File: src/rtl/round_key_store_pkg.sv
// Shared widths, FSM state type and small helpers for the round key store.
package round_key_store_pkg;

   localparam int NB             = 4;
   localparam int ROUND_KEY_BITS = 128;
   localparam int AES_MAX_ROUNDS = 14;
   localparam int RAM_DEPTH      = AES_MAX_ROUNDS + 1;

   typedef logic [NB-1:0]             round_idx_t;
   typedef logic [ROUND_KEY_BITS-1:0] round_key_t;

   typedef enum logic [1:0] {
      ST_EMPTY,
      ST_LOADING,
      ST_READY,
      ST_STREAM
   } rks_state_t;

   function automatic logic idx_in_range(input round_idx_t idx);
      return idx <= round_idx_t'(AES_MAX_ROUNDS);
   endfunction

   // A rounds_total beyond the RAM depth would walk past the last entry.
   function automatic round_idx_t clamp_rounds(input round_idx_t rounds);
      return idx_in_range(rounds) ? rounds : round_idx_t'(AES_MAX_ROUNDS);
   endfunction

endpackage

File: src/rtl/round_key_store_if.sv
// Round key output stream from the store to the cipher datapath.
interface round_key_store_if;
   import round_key_store_pkg::*;

   // A key moves on every clock edge where rk_valid && rk_ready. Once rk_valid
   // is raised, rk_data/rk_index/rk_last hold stable until that transfer; the
   // source never waits on rk_ready before raising rk_valid.
   logic       rk_valid;
   logic       rk_ready;
   round_key_t rk_data;
   round_idx_t rk_index;
   logic       rk_last;

   modport master (
      output rk_valid,
      output rk_data,
      output rk_index,
      output rk_last,
      input  rk_ready
   );

   modport slave (
      input  rk_valid,
      input  rk_data,
      input  rk_index,
      input  rk_last,
      output rk_ready
   );

endinterface

File: src/rtl/round_key_store_ram.sv
// 15 x 128-bit key RAM: one write port, one synchronous read port, no reset.
module round_key_ram
   import round_key_store_pkg::*;
(
   input  logic       clk,
   input  logic       wr_en,
   input  round_idx_t wr_addr,
   input  round_key_t wr_data,
   input  round_idx_t rd_addr,
   output round_key_t rd_data
);

   round_key_t mem [RAM_DEPTH];

   always_ff @(posedge clk) begin
      if (wr_en) begin
         mem[wr_addr] <= wr_data;
      end
      rd_data <= mem[rd_addr];
   end

endmodule

File: src/rtl/round_key_store.sv
// Stores an expanded AES key schedule and streams it to the cipher in
// ascending (encrypt) or descending (decrypt) round order.
module round_key_store
   import round_key_store_pkg::*;
(
   input  logic                     clk,
   input  logic                     reset,
   input  logic                     w_e,
   input  round_idx_t               round_key_addr,
   input  round_key_t               round_key,
   input  logic                     key_done,
   input  round_idx_t               rounds_total,
   input  logic                     invalidate,
   input  logic                     start,
   input  logic                     decrypt,
   output logic                     key_ready,
   output logic                     busy,
   round_key_store_if.master        rk,
   output rks_state_t               dbg_state
);

   rks_state_t state_q, state_d;
   round_idx_t rounds_q;
   round_idx_t idx_q;
   round_idx_t next_idx;
   round_idx_t first_idx;
   round_idx_t rd_addr;
   logic       desc_q;
   logic       valid_q;
   logic       is_last;
   logic       xfer;
   logic       ram_we;
   logic       latch_rounds;
   logic       begin_stream;
   round_key_t ram_q;

   // Read address runs one key ahead on a transfer so the synchronous RAM
   // output is already the next key on the following cycle; on a stall it
   // re-reads the current entry, which keeps rk_data steady.
   always_comb begin
      first_idx = decrypt ? rounds_q : '0;
      is_last   = desc_q ? (idx_q == '0) : (idx_q == rounds_q);
      next_idx  = desc_q ? (idx_q - round_idx_t'(1)) : (idx_q + round_idx_t'(1));
      xfer      = valid_q && rk.rk_ready;
      rd_addr   = (xfer && !is_last) ? next_idx : idx_q;
   end

   always_comb begin
      state_d      = state_q;
      ram_we       = 1'b0;
      latch_rounds = 1'b0;
      begin_stream = 1'b0;
      if (invalidate) begin
         state_d = ST_EMPTY;
      end else begin
         case (state_q)
            ST_EMPTY: begin
               if (w_e && idx_in_range(round_key_addr)) begin
                  ram_we  = 1'b1;
                  state_d = ST_LOADING;
               end
            end
            ST_LOADING: begin
               ram_we = w_e && idx_in_range(round_key_addr);
               if (key_done) begin
                  latch_rounds = 1'b1;
                  state_d      = ST_READY;
               end
            end
            ST_READY: begin
               if (start) begin
                  begin_stream = 1'b1;
                  state_d      = ST_STREAM;
               end
            end
            ST_STREAM: begin
               if (xfer && is_last) begin
                  state_d = ST_READY;
               end
            end
            default: state_d = ST_EMPTY;
         endcase
      end
   end

   always_ff @(posedge clk) begin
      if (reset) begin
         state_q  <= ST_EMPTY;
         rounds_q <= '0;
         idx_q    <= '0;
         desc_q   <= 1'b0;
         valid_q  <= 1'b0;
      end else begin
         state_q <= state_d;
         if (latch_rounds) begin
            rounds_q <= clamp_rounds(rounds_total);
         end
         if (begin_stream) begin
            desc_q <= decrypt;
            idx_q  <= first_idx;
         end else if (state_q == ST_STREAM) begin
            idx_q <= rd_addr;
         end
         // First cycle in STREAM only issues the read, hence valid one cycle later.
         valid_q <= (state_q == ST_STREAM) && (state_d == ST_STREAM);
      end
   end

   round_key_ram u_ram (
      .clk     (clk),
      .wr_en   (ram_we && !reset),
      .wr_addr (round_key_addr),
      .wr_data (round_key),
      .rd_addr (rd_addr),
      .rd_data (ram_q)
   );

   assign key_ready   = (state_q == ST_READY) || (state_q == ST_STREAM);
   assign busy        = (state_q == ST_STREAM);
   assign dbg_state   = state_q;
   assign rk.rk_valid = valid_q;
   assign rk.rk_index = idx_q;
   assign rk.rk_last  = valid_q && is_last;
   assign rk.rk_data  = valid_q ? ram_q : '0;

endmodule
File: src/flat_wrapper.sv
// flat-port wrapper written by rule: the top's interface ports become plain ports
module round_key_store_flat import round_key_store_pkg::*;
  (clk, reset, w_e, round_key_addr, round_key, key_done, rounds_total, invalidate, start, decrypt, key_ready, busy, dbg_state, rk_rk_valid, rk_rk_data, rk_rk_index, rk_rk_last, rk_rk_ready);
  round_key_store_if rk_i ();
  input  logic clk;
  input  logic reset;
  input  logic w_e;
  input  round_idx_t round_key_addr;
  input  round_key_t round_key;
  input  logic key_done;
  input  round_idx_t rounds_total;
  input  logic invalidate;
  input  logic start;
  input  logic decrypt;
  output logic key_ready;
  output logic busy;
  output rks_state_t dbg_state;
  output wire logic [$bits(rk_i.rk_valid)-1:0] rk_rk_valid;
  output wire logic [$bits(rk_i.rk_data)-1:0] rk_rk_data;
  output wire logic [$bits(rk_i.rk_index)-1:0] rk_rk_index;
  output wire logic [$bits(rk_i.rk_last)-1:0] rk_rk_last;
  input wire logic [$bits(rk_i.rk_ready)-1:0] rk_rk_ready;
  assign rk_rk_valid = rk_i.rk_valid;
  assign rk_rk_data = rk_i.rk_data;
  assign rk_rk_index = rk_i.rk_index;
  assign rk_rk_last = rk_i.rk_last;
  assign rk_i.rk_ready = rk_rk_ready;
  round_key_store u_core (.clk(clk), .reset(reset), .w_e(w_e), .round_key_addr(round_key_addr), .round_key(round_key), .key_done(key_done), .rounds_total(rounds_total), .invalidate(invalidate), .start(start), .decrypt(decrypt), .key_ready(key_ready), .busy(busy), .rk(rk_i), .dbg_state(dbg_state));
endmodule
File: config.mk
export PLATFORM = sky130hd
export DESIGN_NAME = round_key_store_flat
export DESIGN_NICKNAME = d
export VERILOG_FILES = /design/src/rtl/round_key_store_pkg.sv /design/src/rtl/round_key_store_if.sv /design/src/rtl/round_key_store_ram.sv /design/src/rtl/round_key_store.sv /design/src/flat_wrapper.sv
export SDC_FILE = /design/constraint.sdc
export NUM_CORES = 2
export LEC_CHECK = 0
export BUFFER_PORTS_ARGS = -buffer_cell sky130_fd_sc_hd__buf_4
export CAP_MARGIN = 0
export CORE_ASPECT_RATIO = 1.4
export CORE_MARGIN = 4
export CORE_UTILIZATION = 50
export CTS_CLUSTER_SIZE = 10
export DETAILED_ROUTE_END_ITERATION = 8
export PLACE_DENSITY = 0.67
export SLEW_MARGIN = 20
export SYNTH_ARGS = -nofsm -noshare
export SYNTH_HDL_FRONTEND = slang
export SYNTH_SLANG_ARGS = --single-unit
File: constraint.sdc
create_clock -name clk -period 15.2 [get_ports clk]
set_clock_uncertainty 0.1 [all_clocks]
set_input_delay 1.52 -clock clk [delete_from_list [all_inputs] [get_ports clk]]
set_output_delay 1.52 -clock clk [all_outputs]
set_load 0.05 [all_outputs]
[After elaboration in Yosys (flattened, before gate mapping)]
Memories as Yosys holds them, arrays and structs flattened. A register that Yosys moved wholly into a read port is not among the register bits.
Index checks and enable logic that the tools add are counted.
Cells by class
  add/sub/neg operators: 2
  magnitude comparators: 2
  equal/unequal tests: 5
  multiplexer cells: 25
  reduce and logical (&&, ||, !) cells: 13
Operators with widths (number)
  128-bit two-way mux: 1
  4-bit two-way mux: 6
  1-bit two-way mux: 11
  2-bit two-way mux: 5
  4-bit less-or-equal comparator, second input constant: 2
  2-bit one-hot mux with 4 select lines: 1
  1-bit logical AND: 7
  2-bit == test, second input constant: 3
  4-bit by 1-bit adder with 4-bit output, second input constant: 1
  4-bit == test: 1
  4-bit logical NOT: 1
  4-bit by 1-bit subtractor with 4-bit output, second input constant: 1
  2-bit by 1-bit == test with 1-bit output, second input constant: 1
  1-bit logical NOT: 2
  2-bit logical NOT: 1
  1-bit one-hot mux with 2 select lines: 1
  2-bit nonzero test: 1
  1-bit logical OR: 1
Storage, ports and cells
  register bits after elaboration: 12
  bits in writable memories: 1920
  input bits: 144
  output and inout bits: 138
  memories: 1
Memory list
  u_core.u_ram.mem: words 15, bits a word 128, read ports 1, clocked after Yosys merged registers in 1, wr ports 1, line round_key_store_ram.sv:13  | round_key_t mem [RAM_DEPTH];

[Depth between registers and ports, before layout]
  depth after elaboration: 8
  mapped depth: 16

[Hierarchy]
From an unflattened synthesis, not the netlist that was laid out.
Second synthesis, totals
  cells, all modules: 3918
  area, all modules: 77409.2 um2
Modules (own cells, without submodules)
  round_key_ram: times used 1, cells an instance 3685, area each 75751.4 um2
  round_key_store: times used 1, cells an instance 233, area each 1657.8 um2

[Worst setup path before layout]
No wires, ideal clock.
  path type: input -> register
  start: input invalidate
  end: memory u_core.u_ram.mem[0][0] (netlist name) (enable)
  arrival time: 10.892 ns
  required time: 14.326 ns
  slack: 3.434 ns
  stages: 4
  path through: nor3_1 -> nand2_1 -> or3_1 -> nor3_1
On the way
  cells in the longest elaborated chain, start to end: 4
RTL lines
  start: declaration: line flat_wrapper.sv:12  | input logic invalidate;
  1-bit two-way mux: line round_key_store.sv:53  | if (invalidate) begin
  1-bit logical AND: line round_key_store.sv:111  | .wr_en (ram_we && !reset),
  1-bit two-way mux: line round_key_store_ram.sv:16  | if (wr_en) begin
  1-bit two-way mux (implied by the code): line round_key_store_ram.sv:17  | mem[wr_addr] <= wr_data;
  end: declaration: line round_key_store_ram.sv:13
Every way passes these cells.

[Worst setup path after layout]
  start: register u_core.idx_q[0] (netlist: u_core.rk.rk_index[0])
  end: register u_core.u_ram.rd_data[40], read port of u_core.u_ram.mem
On the way
  cells in the longest elaborated chain, start to end: 5
RTL lines
  start: declaration: line round_key_store.sv:24  | round_idx_t idx_q;
  start signal: assignment: line round_key_store.sv:100  | idx_q <= first_idx;
  start signal: assignment: line round_key_store.sv:102  | idx_q <= rd_addr;
  branches (longest 4 deep; another with 4-bit by 1-bit adder with 4-bit output)
  4-bit two-way mux *: line round_key_store.sv:45  | rd_addr = (xfer && !is_last) ? next_idx : idx_q;
  end: declaration: line round_key_store_ram.sv:10  | output round_key_t rd_data
Every way passes the cells marked *.
A chain may end at the register's enable or synchronous reset.

==> flow_summary.yaml <==
outcome:
  status: "finished, final reports clean"
logic_synthesis:
  synth_top_family_by_area: "compound AO/OA/AOI/OAI gates"
  async_flop_share_pct: 0
  ys.flop_type: "edfxtp_1"
  synthSimpleGateAreaFrac_pct: 5.30
  synth_compound_area_share_pct: 14.7
  yosysSeqAreaShare_pct: 75.4
  synthXorXnorAreaFrac_pct: 0.0936
  yosys-mux-area-fraction_pct: 2.08
  synth_cell_types: 76
  syn_nets: 5384
  avgSynthCellArea_um2: 15.3
  synthCells: 5237
  netlist_area_um2: 80200
  ys_ff_latch: 2060
  synthAdderAreaFrac_pct: 0.0562
  synth_edf_count: 1920
  yosys_warnings: 0
layout:
  fin_util_pct: 57.2
  n_fill_cell: 12169
  final_cell_area_um2: 90900
  drive_above_1_share_pct: 14.2
  final_cell_mix: "edfxtp_1 (1,920), o22ai_1 (567), buf_4 (361)"
  final_common_cell: "edfxtp_1"
  nets: 5558
  area_growth_pct: 13.4
timing:
  finalSetupViolCount: 0
  slew_viol_final: 0
  relSlewSlack_pct: 21.8
  min_period_ns: 7.57
  rsz0062_at_grt: "no"
  setup_ws_ns: 7.63
  clock.fmax_ghz: 0.132
  setup_tns_ns: 0
  worst_slew_pin_slew_ns: 1.17
  whs_ns: 0.415
  period_share_pct: 49.8
  hold_viol_final: 0
setup_path:
  crit_path_end_kind: "flip-flop"
  path_common_cell: "buf_4"
  crit_path_top_delay_cell: "buf_4"
  crit_required_ns: 15.88
  crit_buf_inv: 5
  crit_type: "reg -> reg"
  slowest_delay_ns: 0.85
  arrival_ns: 8.24
  start_kind: "flip-flop"
  cpLargestDelayFamily: "buffers and inverters"
  cp_cell_sequence: "clkinv_2, fa_1, xnor2_2, buf_4, or3_1, and2_4, buf_4, buf_4, buf_4, nor2_1, o311ai_0, and4_1"
  crit_path_max_fanout: 75
routing:
  via_count: 51551
  dr.pass1.iters: 6
  ant_nets: 0
  vias_per_cell: 6.70
  finalWirelength_mm: 230
  drc: 0
  drt-initial-drc-count: 6173
  wl_per_cell_um: 29.9
floorplan:
  io_pins: 282
  start_util_pct: 50.4
  rows: 173
  die_x_um: 346
  dieArea_um2: 167000
  coreArea_um2: 159000
  die_y_um: 482
global_route:
  grt.overflow.total: 0
  antenna_found_initial: 38
  grt_max_degree: 199
  grt_use_total_pct: 26.7
  grt_pass1_vias: 50865
  grt_pass1_wl_mm: 335
clock_tree:
  ctsHtreeMaxLevel: 4
  cts.sinks: 2060
  cts_buffers: 225
  clock_latency_ns: 0.86
  cts_tree: "yes"
  clk_pin_slew_ns: 0.05
  clockBufferDepth: 3
  cts_resized: 0
  post-cts-setup-buffers: 0
  cts-root-buf: "clkbuf_16"
  cts_hold_buffers: 0
worst_hold_path:
  hold_path.class: "reg -> reg"
pwr:
  p_leak_nw: 29.1
  vdd_drop_max_mv: 0.120
  p_per_area_nw_per_um2: 125
run:
  maxCapViolations: 0
placed_design:
  dp_hpwl_mm: 113
  placed_area_um2: 84300
  port_buffers: 281
  gp_congestion: 0.814
  dpl_worst_slack_ns: 7.76
-- per-stage QoR --
stage	cells	power, mW
floorplan	5237	6.43
global placement	7282	6.55
detailed placement	7283	6.56
CTS	7678	11.4
global route	7684	11.7
finish	7694	11.4
-- report_power, final --
part,internal (mW),switching (mW)
registers,6.24,0.0167
logic,0.0564,0.134
clock network,2.79,2.12
total,9.08,2.28
-- cell type report --
type,instances,area (um2),area share [%]
sequential,2060,60500,66.5
multi-input combinational,2735,18200,20.0
clock buffer,380,6280,6.91
timing repair buffer,374,2990,3.28
tap,2100,2630,2.89
clock inverter,15,260,0.286
inverter,15,57.6,0.0633
antenna,15,37.5,0.0413
-- metal layers --
metal | GRT usage (%) | vias up | wire length [um]
li1 | - | 21687 | -
met1 | 36.2 | 26306 | 90300
met2 | 43.0 | 3022 | 110000
met3 | 5.92 | 502 | 23500
met4 | 9.48 | 34 | 6710
met5 | 0 | - | 230
-- cells in the mapped netlist, types with 39 or more instances --
cell / count / area share (%)
mux2i_1: 55 / 0.69
nor3_1: 51 / 0.32
buf_2: 83 / 0.52
o22ai_1: 570 / 4.4
nand3_1: 132 / 0.82
nor2_1: 199 / 0.93
a22oi_1: 141 / 1.3
buf_1: 57 / 0.27
o32ai_1: 49 / 0.54
edfxtp_1: 1920 / 72
nand2_1: 297 / 1.4
o221ai_1: 69 / 0.75
mux2_2: 99 / 1.4
dfxtp_1: 140 / 3.5
a21oi_1: 70 / 0.44
o311a_1: 88 / 1.1
o211ai_1: 48 / 0.45
clkbuf_1: 272 / 1.3
a221oi_1: 88 / 0.96
and2_1: 133 / 1.0
o21ai_0: 255 / 1.6
a22o_1: 39 / 0.43
-- worst paths after layout --
path / from / to / slack, ns / depth (start not counted)
setup / recovery: u_core.rk.rk_index[0]$_SDFFE_PP0P_ / u_core.u_ram.rd_data[40]$_DFF_P_ / 7.63 / 12
hold / removal: u_core.u_ram.mem[14][17]$_DFFE_PP_ / u_core.u_ram.rd_data[17]$_DFF_P_ / 0.41 / 2
setup reg to reg: u_core.rk.rk_index[0]$_SDFFE_PP0P_ / u_core.u_ram.rd_data[40]$_DFF_P_ / 7.63 / 12
hold reg to reg: u_core.u_ram.mem[14][17]$_DFFE_PP_ / u_core.u_ram.rd_data[17]$_DFF_P_ / 0.41 / 2
-- state kept, by name, indices dropped and copies added, names as in the netlist --
signal and flops:
u_core.u_ram.rd_data 128, u_core.u_ram.mem 1920, u_core.dbg_state 2, u_core.rk.rk_index 4, u_core.desc_q 1, u_core.rk.rk_valid 1
u_core.rounds_q 4
-- worst reg2reg max path, cell delays in order (launching register included) --
cell	delay (ns)
dfxtp_4	0.77
clkinv_2	0.76
fa_1	0.79
xnor2_2	0.16
buf_4	0.85
or3_1	0.26
and2_4	0.61
buf_4	0.76
buf_4	0.88
buf_4	0.90
nor2_1	0.12
o311ai_0	0.34
and4_1	0.23
-- cells by family after synthesis --
group,Yosys count
flops,2060
buf+inv,442
fa+ha+maj,3
simple gates,903
compound gates,1669
xor+xnor,6
mux,154
Power figures use the tool's default switching activity.
